$ cat config.mk
export PLATFORM = sky130hd
export DESIGN_NAME = acc_add
export DESIGN_NICKNAME = d
export VERILOG_FILES = /design/src/rtl/acc_add.sv
export SDC_FILE = /design/constraint.sdc
export NUM_CORES = 1
export LEC_CHECK = 0
export BUFFER_PORTS_ARGS = -buffer_cell sky130_fd_sc_hd__buf_4
export CORE_MARGIN = 8
export CORE_UTILIZATION = 40
export CTS_BUF_LIST = sky130_fd_sc_hd__clkbuf_8 sky130_fd_sc_hd__clkbuf_16
export CTS_CLUSTER_DIAMETER = 100
export DETAILED_ROUTE_END_ITERATION = 16
export PLACE_DENSITY = 0.69
export SYNTH_ARGS = -nofsm -noshare
export SYNTH_HDL_FRONTEND = slang
export SYNTH_SLANG_ARGS = --single-unit
$ cat constraint.sdc
create_clock -name clk -period 3.2 [get_ports clk]
set_input_delay 0.32 -clock clk [delete_from_list [all_inputs] [get_ports clk]]
set_output_delay 0.32 -clock clk [all_outputs]
set_load 0.01 [all_outputs]
$ cat src/rtl/acc_add.sv
// ---------------------------------------------------------------------------
// acc_add -- per-lane accumulation stage fed by the MUL block.
//
// Each accepted beat carries GROUP_SIZE signed products. They are added into
// a signed accumulator. After num_reads_per_iter beats the iteration sum is
// presented on data_out. This repeats for num_iters iterations, and then done
// pulses.
//
// Optional build macro:
//   ACC_ADD_SATURATE_EN  when defined, every accumulate step clamps to the
//                        signed ACC_WIDTH range instead of wrapping.
//
// Ports:
//   clk                 rising-edge clock
//   rst                 asynchronous active-low reset
//   configure           one-cycle pulse: latch counts and (re)start a run
//   num_iters           iterations per run
//   num_reads_per_iter  beats per iteration
//   data_in             GROUP_SIZE products, product k in slice k
//   valid_in            data_in valid
//   avail_out           a beat is accepted this cycle if valid_in is high
//   data_out            signed iteration sum, held until the next result
//   valid_out           one-cycle result strobe
//   avail_in            downstream can take a result
//   done                one-cycle pulse after the final result of a run
// ---------------------------------------------------------------------------
//
// state  | meaning
// -------+-----------------------------------------------------------------
// IDLE   | no run active, no beats accepted
// ACCUM  | accepting beats, or holding a result until avail_in is high
// FINISH | final result is on valid_out now; done pulses in the next cycle
// ---------------------------------------------------------------------------
module acc_add #(
  parameter int GROUP_SIZE             = 2,
  parameter int DATA_WIDTH             = 8,
  parameter int ACC_WIDTH              = 32,
  parameter int LOG_MAX_ITERS          = 4,
  parameter int LOG_MAX_READS_PER_ITER = 8
) (
  input  logic                                 clk,
  input  logic                                 rst,
  input  logic                                 configure,
  input  logic [LOG_MAX_ITERS-1:0]             num_iters,
  input  logic [LOG_MAX_READS_PER_ITER-1:0]    num_reads_per_iter,
  input  logic [2*GROUP_SIZE*DATA_WIDTH-1:0]   data_in,
  input  logic                                 valid_in,
  output logic                                 avail_out,
  output logic [ACC_WIDTH-1:0]                 data_out,
  output logic                                 valid_out,
  input  logic                                 avail_in,
  output logic                                 done
);

  localparam int PROD_W = 2 * DATA_WIDTH;

  typedef enum logic [1:0] {
    IDLE   = 2'd0,
    ACCUM  = 2'd1,
    FINISH = 2'd2
  } state_t;

  state_t                              state;
  logic signed [ACC_WIDTH-1:0]         acc;
  logic signed [ACC_WIDTH-1:0]         acc_next;
  logic signed [ACC_WIDTH-1:0]         prod_ext [GROUP_SIZE];
  logic                                out_pending;
  logic [LOG_MAX_READS_PER_ITER-1:0]   num_reads_q;
  logic [LOG_MAX_READS_PER_ITER-1:0]   reads_left;
  logic [LOG_MAX_ITERS-1:0]            iters_left;
  logic                                cfg_ok;
  logic                                beat;
  logic                                last_beat;

  // Sign-extend each product to the accumulator width.
  for (genvar g = 0; g < GROUP_SIZE; g++) begin : g_prod
    assign prod_ext[g] = ACC_WIDTH'($signed(data_in[g*PROD_W +: PROD_W]));
  end

`ifdef ACC_ADD_SATURATE_EN
  localparam logic signed [ACC_WIDTH-1:0] ACC_MAX = {1'b0, {(ACC_WIDTH-1){1'b1}}};
  localparam logic signed [ACC_WIDTH-1:0] ACC_MIN = {1'b1, {(ACC_WIDTH-1){1'b0}}};

  // Overflow only happens when both operands share a sign and the result
  // does not; clamp toward the operands' sign in that case.
  function automatic logic signed [ACC_WIDTH-1:0] acc_step(
    input logic signed [ACC_WIDTH-1:0] a,
    input logic signed [ACC_WIDTH-1:0] b
  );
    logic signed [ACC_WIDTH-1:0] s;
    s = a + b;
    if ((a[ACC_WIDTH-1] == b[ACC_WIDTH-1]) && (s[ACC_WIDTH-1] != a[ACC_WIDTH-1])) begin
      s = a[ACC_WIDTH-1] ? ACC_MIN : ACC_MAX;
    end
    return s;
  endfunction
`else
  function automatic logic signed [ACC_WIDTH-1:0] acc_step(
    input logic signed [ACC_WIDTH-1:0] a,
    input logic signed [ACC_WIDTH-1:0] b
  );
    return a + b;
  endfunction
`endif

  // Products are folded in one at a time so that the saturating build clamps
  // at every step, not only on the beat total.
  always_comb begin
    acc_next = acc;
    for (int k = 0; k < GROUP_SIZE; k++) begin
      acc_next = acc_step(acc_next, prod_ext[k]);
    end
  end

  assign cfg_ok    = (num_iters != '0) && (num_reads_per_iter != '0);
  assign beat      = valid_in && avail_out;
  assign last_beat = (reads_left == LOG_MAX_READS_PER_ITER'(1));

  always_ff @(posedge clk or negedge rst) begin
    if (!rst) begin
      state       <= IDLE;
      acc         <= '0;
      data_out    <= '0;
      valid_out   <= 1'b0;
      avail_out   <= 1'b0;
      done        <= 1'b0;
      out_pending <= 1'b0;
      num_reads_q <= '0;
      reads_left  <= '0;
      iters_left  <= '0;
    end else begin
      valid_out <= 1'b0;
      done      <= (state == FINISH);

      if (configure) begin
        // A configure in any state abandons whatever is in flight,
        // including a result still waiting for avail_in.
        acc         <= '0;
        out_pending <= 1'b0;
        if (cfg_ok) begin
          num_reads_q <= num_reads_per_iter;
          reads_left  <= num_reads_per_iter;
          iters_left  <= num_iters;
          avail_out   <= 1'b1;
          state       <= ACCUM;
        end else begin
          reads_left <= '0;
          iters_left <= '0;
          avail_out  <= 1'b0;
          done       <= 1'b1;
          state      <= IDLE;
        end
      end else begin
        case (state)
          IDLE: begin
            avail_out <= 1'b0;
          end

          FINISH: begin
            avail_out <= 1'b0;
            state     <= IDLE;
          end

          ACCUM: begin
            if (out_pending) begin
              if (avail_in) begin
                valid_out   <= 1'b1;
                out_pending <= 1'b0;
                if (iters_left == '0) begin
                  avail_out <= 1'b0;
                  state     <= FINISH;
                end else begin
                  avail_out <= 1'b1;
                end
              end
            end else if (beat) begin
              if (last_beat) begin
                data_out   <= acc_next;
                acc        <= '0;
                reads_left <= num_reads_q;
                iters_left <= iters_left - LOG_MAX_ITERS'(1);
                if (avail_in) begin
                  valid_out <= 1'b1;
                  if (iters_left == LOG_MAX_ITERS'(1)) begin
                    avail_out <= 1'b0;
                    state     <= FINISH;
                  end
                end else begin
                  // Result waits; stop taking beats so data_out stays put.
                  out_pending <= 1'b1;
                  avail_out   <= 1'b0;
                end
              end else begin
                acc        <= acc_next;
                reads_left <= reads_left - LOG_MAX_READS_PER_ITER'(1);
              end
            end
          end

          default: begin
            avail_out <= 1'b0;
            state     <= IDLE;
          end
        endcase
      end
    end
  end

endmodule

* After elaboration in Yosys (flattened, before gate mapping)
Cells that the tools add are included.
** Storage, ports and cells
- Register bits :: 90
- Latch bits :: 0
- RAM bits :: 0
- ROM bits :: 0
- Input port bits :: 49
- Output and inout port bits :: 35
- Logic and storage cells :: 95
- Memories kept :: 0
** Operators by class
- Add/sub/neg operators :: 4
- $mul :: 0
- Div/mod/pow operators :: 0
- Magnitude comparators :: 0
- Equal/unequal tests :: 13
- Shift operators :: 0
- Mux-type cells :: 51
- Bitwise operators :: 2
- Reductions and logical operators :: 15
** Operators by type and width (count)
- two-way mux 32 bit :: 5
- adder 32 x 16 -> 32 bit :: 2
- two-way mux 8 bit :: 6
- two-way mux 1 bit :: 25
- two-way mux 4 bit :: 6
- != test 4 bit, second input constant :: 5
- two-way mux 2 bit :: 8
- != test 5 bit, second input constant :: 2
- equality test 8 x 1 -> 1 bit, second input constant :: 1
- AND reduction 4 bit :: 2
- nonzero test 8 bit :: 1
- subtractor 8 x 1 -> 8 bit, second input constant :: 1
- AND reduction 7 bit :: 1
- nonzero test 2 bit :: 3
- AND reduction 5 bit :: 1
- equality test 4 x 1 -> 1 bit, second input constant :: 1
- logical NOT 4 bit :: 1
- != test 2 bit, second input constant :: 2
- one-hot mux 2 bit (2 select lines) :: 1
- nonzero test 4 bit :: 1
- subtractor 4 x 1 -> 4 bit, second input constant :: 1
- AND reduction 3 bit :: 1
- equality test 2 x 1 -> 1 bit, second input constant :: 1
- equality test 2 bit, second input constant :: 1
- other kinds (4) :: 6

* Depth between registers and ports, before layout
- Depth after elaboration :: 8
- Gate-level depth with buffers :: 12
- Mapped depth without buffers :: 12

* Worst setup path after synthesis
OpenSTA, ideal clock, no wires.
- Path type :: input to register
- Start point :: in data_in[1]
- End point :: reg acc[21]
- Setup time :: 122 ps
- Arrival :: 3106 ps
- Data required time :: 3078 ps
- Slack :: -28 ps
- Stages :: 12
- Path buffers :: 0
- Cell sequence :: inv_1 > fa_1 > inv_1 > ha_1 > fa_1 > a21o_1 > a21o_1 > a211o_1 > a21oi_2 > a211oi_1 > or3_1 > a32o_1
** Between the ends
- Cells in the longest elaborated chain, start to end :: 7
** Ends and longest elaborated chain
- start: declaration :: line 46 : input logic [2*GROUP_SIZE*DATA_WIDTH-1:0] data_in,
- adder 32 x 16 -> 32 bit (2 in series) :: line 102 : return a + b;
- two-way mux 32 bit :: line 177 : if (last_beat) begin
- two-way mux 32 bit :: line 176 : end else if (beat) begin
- two-way mux 32 bit :: line 165 : if (out_pending) begin
- two-way mux 32 bit :: line 154 : case (state)
- two-way mux 32 bit :: line 135 : if (configure) begin
- end signal: assignment :: line 194 : acc <= acc_next;
- end: declaration :: line 64 : logic signed [ACC_WIDTH-1:0] acc;
No other way between the ends. The select of a mux whose other input is x is not followed.
A chain may end at the register's enable or synchronous reset.

* Worst setup path in the final report
- Start point :: reg acc[1]
- End point :: reg data_out[21]
** Between the ends
- Cells in the longest elaborated chain, start to end :: 2
** Ends and longest elaborated chain
- adder 32 x 16 -> 32 bit (2 in series) :: line 102
- end signal: assignment :: line 178 : data_out <= acc_next;
- end: declaration :: line 49 : output logic [ACC_WIDTH-1:0] data_out,
No other way between the ends.

==> qor.log <==
qor: clocking.clkSlewWorstSetupHoldPaths 0.07 ns
qor: drt.wl_per_cell 16.9 um
qor: final_layout.area_of_the_multi_input_gates 3920 um2
qor: timing.tightest_slew 1.06 ns
qor: setup_path.crit_chain inv_2 > fa_1 > inv_1 > ha_2 > fa_2 > a21o_1 > a21o_1 > a211o_1 > a21oi_4 > a211oi_4 > or3_4 > a31o_4
qor: setup_path.worst-path-max-fanout 6
qor: timing.final_period_minus_worst_setup_slack 3.17 ns
qor: clocking.cts_root_buf clkbuf_16
qor: final_layout.filler_cell_count 1534
qor: logic_synthesis.async_flop_share 100%
qor: setup_path.cp-start-kind flip-flop
qor: floorplanning.die_area 20000 um2
qor: timing.worst_clock_skew 0.00753 ns
qor: clocking.cts_made_buffers 9
qor: power.sequentialPowerShare 31.9%
qor: floorplanning.core.rowCount 46
qor: logic_synthesis.synth_area_leaders dfrtp_1 (36%), fa_1 (10%), ha_1 (6.9%)
qor: timing.maxSlewViolCount 0
qor: clocking.cts.hold.buffers_added 0
qor: timing.endpoints_failing_setup 0
qor: setup_path.worstReg2RegEnd data_out[21]
qor: global_route.grt_util_met2 28.6%
qor: timing.timing_hold_violations_final 0
qor: global_route.first_global_vias 5514
qor: placement.cell_count_after_placement 985
qor: global_route.grt_util_all_layers 17.7%
qor: final_layout.antenna_cells 0
qor: floorplanning.chipWidth 142 um
qor: drt.route.antenna.remaining_nets 0
qor: drt.detail_route.wirelength 16.9 mm
qor: floorplanning.chipHeight 142 um
qor: logic_synthesis.yosysSeqAreaShare 35.7%
qor: timing.totalNegativeSetupSlack 0 ns
qor: drt.detailed_router_s_first_iteration_violation_count 240
qor: timing.timing.fmax 0.315 GHz
qor: placement.place_hpwl 12.9 mm
qor: logic_synthesis.synth_enable_flop_cells 0
qor: logic_synthesis.synthesis.area_per_instance 9.46 um2
qor: setup_path.worstPathArrival 3.41 ns
qor: logic_synthesis.ys_ff_latch 90
qor: final_layout.finalNetCount 899
qor: min_path.holdCritPathClass in -> async
qor: global_route.grt_util_met1 23.4%
qor: logic_synthesis.total_number_of_yosys_warnings 0
qor: timing.fin_crit_sh 99.2%
qor: setup_path.critical_path.slowest_cell fa_1
qor: power.logic_pwr_share 43.7%
qor: global_route.grt.overflow.total 0
qor: global_route.grt_antenna_before_repair 0
qor: final_layout.layout-drive-gt1-share 24.2%
qor: setup_path.worst_r2r_path_depth 12
qor: clocking.clock_insertion_delay_worst_skew 0.35 ns
qor: setup_path.worst_ep_required_time 3.44 ns
qor: final_layout.finish.cell_count_without_fillers 1004
qor: setup_path.worst_r2r_startpoint acc[1]
qor: power.p_switching 1.58 mW
qor: setup_path.critPathCaptureType flip-flop
qor: setup_path.max_stage_delay 0.47 ns
qor: power.ir_worst_vdd 319 uV
qor: placement.place_congestion 0.890
qor: clocking.cts.sinks 90
qor: global_route.maximum_number_of_pins_on_one_net_before_global_route_repair 55
qor: final_layout.areaGrowthSynthToFinish 24.0%
qor: logic_synthesis.syn-cell-area 6310 um2
qor: power.share_clk_of_total_power 24.4%
qor: flow_run.maxCapViolCount 0
qor: drt.avgViaCountPerCell 5.43
qor: timing.rsz_0062_raised_after_global_routing true
qor: setup_path.crit_type reg -> reg
qor: logic_synthesis.ys_types 61
qor: power.power.density 535 nW/um2
qor: global_route.gr-usage-met3 3.53%
qor: logic_synthesis.postSynthCellCount 667
qor: timing.worst_slew_margin_rel 29.4%
qor: drt.drt_drc_violations_left 0
qor: clocking.tritoncts_clock_tree done
qor: setup_path.cpMostUsedCell a21o_1
qor: floorplanning.start_util 40.3%
qor: clocking.htree_levels 3
qor: global_route.first_pass_grt_wire_length 28.6 mm
qor: floorplanning.area_of_the_core 15700 um2
qor: timing.hold-worst-slack 0.0198 ns
qor: logic_synthesis.synth_top_area_share 35.7%
qor: logic_synthesis.synthDominantAreaCellType dfrtp_1
qor: floorplanning.i_o_pins 84
qor: logic_synthesis.postSynth.topFlopCell dfrtp_1
qor: logic_synthesis.synth_fp_nets 783
qor: status.result_of_the_run completed
qor: placement.io_buffer_count 83
qor: setup_path.regToRegSetupSlack 0.03 ns
qor: power.p_sw_share 37.7%
qor: global_route.grt_busiest_layer met2
qor: final_layout.layout.area.seq 2250 um2
qor: power.p_int 2.61 mW
qor: drt.vias 5455
qor: power.cellLeakagePower 3.79 nW
qor: drt.first_pass_iters 5
qor: clocking.clk_path_buf_depth 2
qor: final_layout.layout.core_utilization 50.0%
## cell usage after synthesis (4+ instances only)
library cell	count
nand4_1	12
xnor2_1	13
xor2_1	11
ha_1	35
a32o_1	4
a211o_1	6
a21oi_1	56
o21a_1	9
fa_1	32
a21o_1	23
inv_1	21
dfrtp_1	90
a22o_1	17
a211oi_1	9
nand3_1	12
nor2_1	32
nor2b_1	6
o21ai_0	37
a31o_2	5
a31oi_1	11
o31ai_1	6
and2_1	6
mux2_2	13
or3_1	9
clkbuf_1	28
or2_2	5
nor4_1	4
and3_1	7
nand2_1	86
nor3_1	18
## per-stage QoR
stage               setup WS (ns)  area, um2  total power [mW]
floorplan                 0.00956       6320              2.49
global placement           -0.205       7470              3.10
detailed placement         -0.245       7470              3.12
CTS                        0.0150       7790              4.17
global route              -0.0976       7820              4.47
finish                     0.0261       7820              4.18
## critical path: cells and delay by family (launching register included)
family                     cells  cell delay (ns)
DFF                            1             0.34
adders and majority gates      3             0.98
and+or+nand+nor                1             0.40
buffers and inverters          2             0.08
AOI/OAI and AO/OA              6             1.24
## layout by cell type (no fill, tap or decap), types with 5 or more instances in the layout
cell type    n
buf_4      136
dfrtp_1     90
nand2_1     86
a21oi_1     55
o21ai_0     37
ha_1        34
fa_1        31
nor2_1      30
a21o_1      23
inv_1       21
nor3_1      18
a22o_1      17
xnor2_1     13
mux2_2      13
nand4_1     12
nand3_1     12
a31oi_1     11
xor2_1      10
o21a_1       9
clkbuf_16    9
or3_1        8
a211oi_1     8
and3_1       7
nor2b_1      6
and2_1       6
a211o_1      6
o31ai_1      6
or2_2        5
## what timing repair did
item / CTS / global route
setup endpoints to repair: 9 / 21
buffers inserted: 2 / 1
pin swaps: 5 / 4
gates resized for setup: 3 / 5
## sequential cells by signal, indices dropped and copies added (netlist names)
name and flops:
acc 32, avail_out 1, data_out 32, done 1, iters_left 4, num_reads_q 8
out_pending 1, reads_left 8, state 2, valid_out 1
## worst max path at each step
stage                     startpoint            to  slack (ns)
after CTS                     acc[1]  data_out[21]        0.01
final                         acc[1]  data_out[21]        0.03
after global placement    data_in[1]       acc[21]       -0.21
after detailed placement  data_in[1]  data_out[21]       -0.25
after global routing          acc[1]  data_out[21]        -0.1
after floorplan           data_in[1]       acc[21]        0.01
## cell type report
class                   instances  share of cell area, %
clock inverters                 6                  0.528
well taps                     216                   3.45
inverters                      21                   1.01
flip-flops and latches         90                   28.8
clock buffers                  10                   3.05
repair buffers                136                   13.0
multi-input cells             525                   50.1
## kinds of logic (layout without fill, tap and decap cells)
kind of cell	Yosys count	after routing	share of synthesized area, %
adders and majority gates	67	67	17.1
muxes	15	15	2.72
AOI/OAI and AO/OA	207	207	21.9
buffers and inverters	52	173	3.15
and+or+nand+nor	212	212	16.1
DFF	90	90	35.7
xor gates and xnor gates	24	24	3.33
## routing by layer
layer	up-vias	share of wire (%)
li1	2651	-
met1	2665	46
met2	116	48
met3	23	5.1
met4	0	1.6
met5	-	0
## power by group through the flow
| stage | Clock, mW | Sequential [mW] | Combinational (mW) |
|---|---|---|---|
| global route | 1.08 | 1.35 | 2.05 |
| global placement | 0 | 1.35 | 1.74 |
| floorplan | 0 | 1.34 | 1.15 |
| detailed placement | 0 | 1.35 | 1.76 |
| CTS | 1.04 | 1.33 | 1.80 |
| finish | 1.02 | 1.33 | 1.83 |
(Power assumes the default switching activity.)
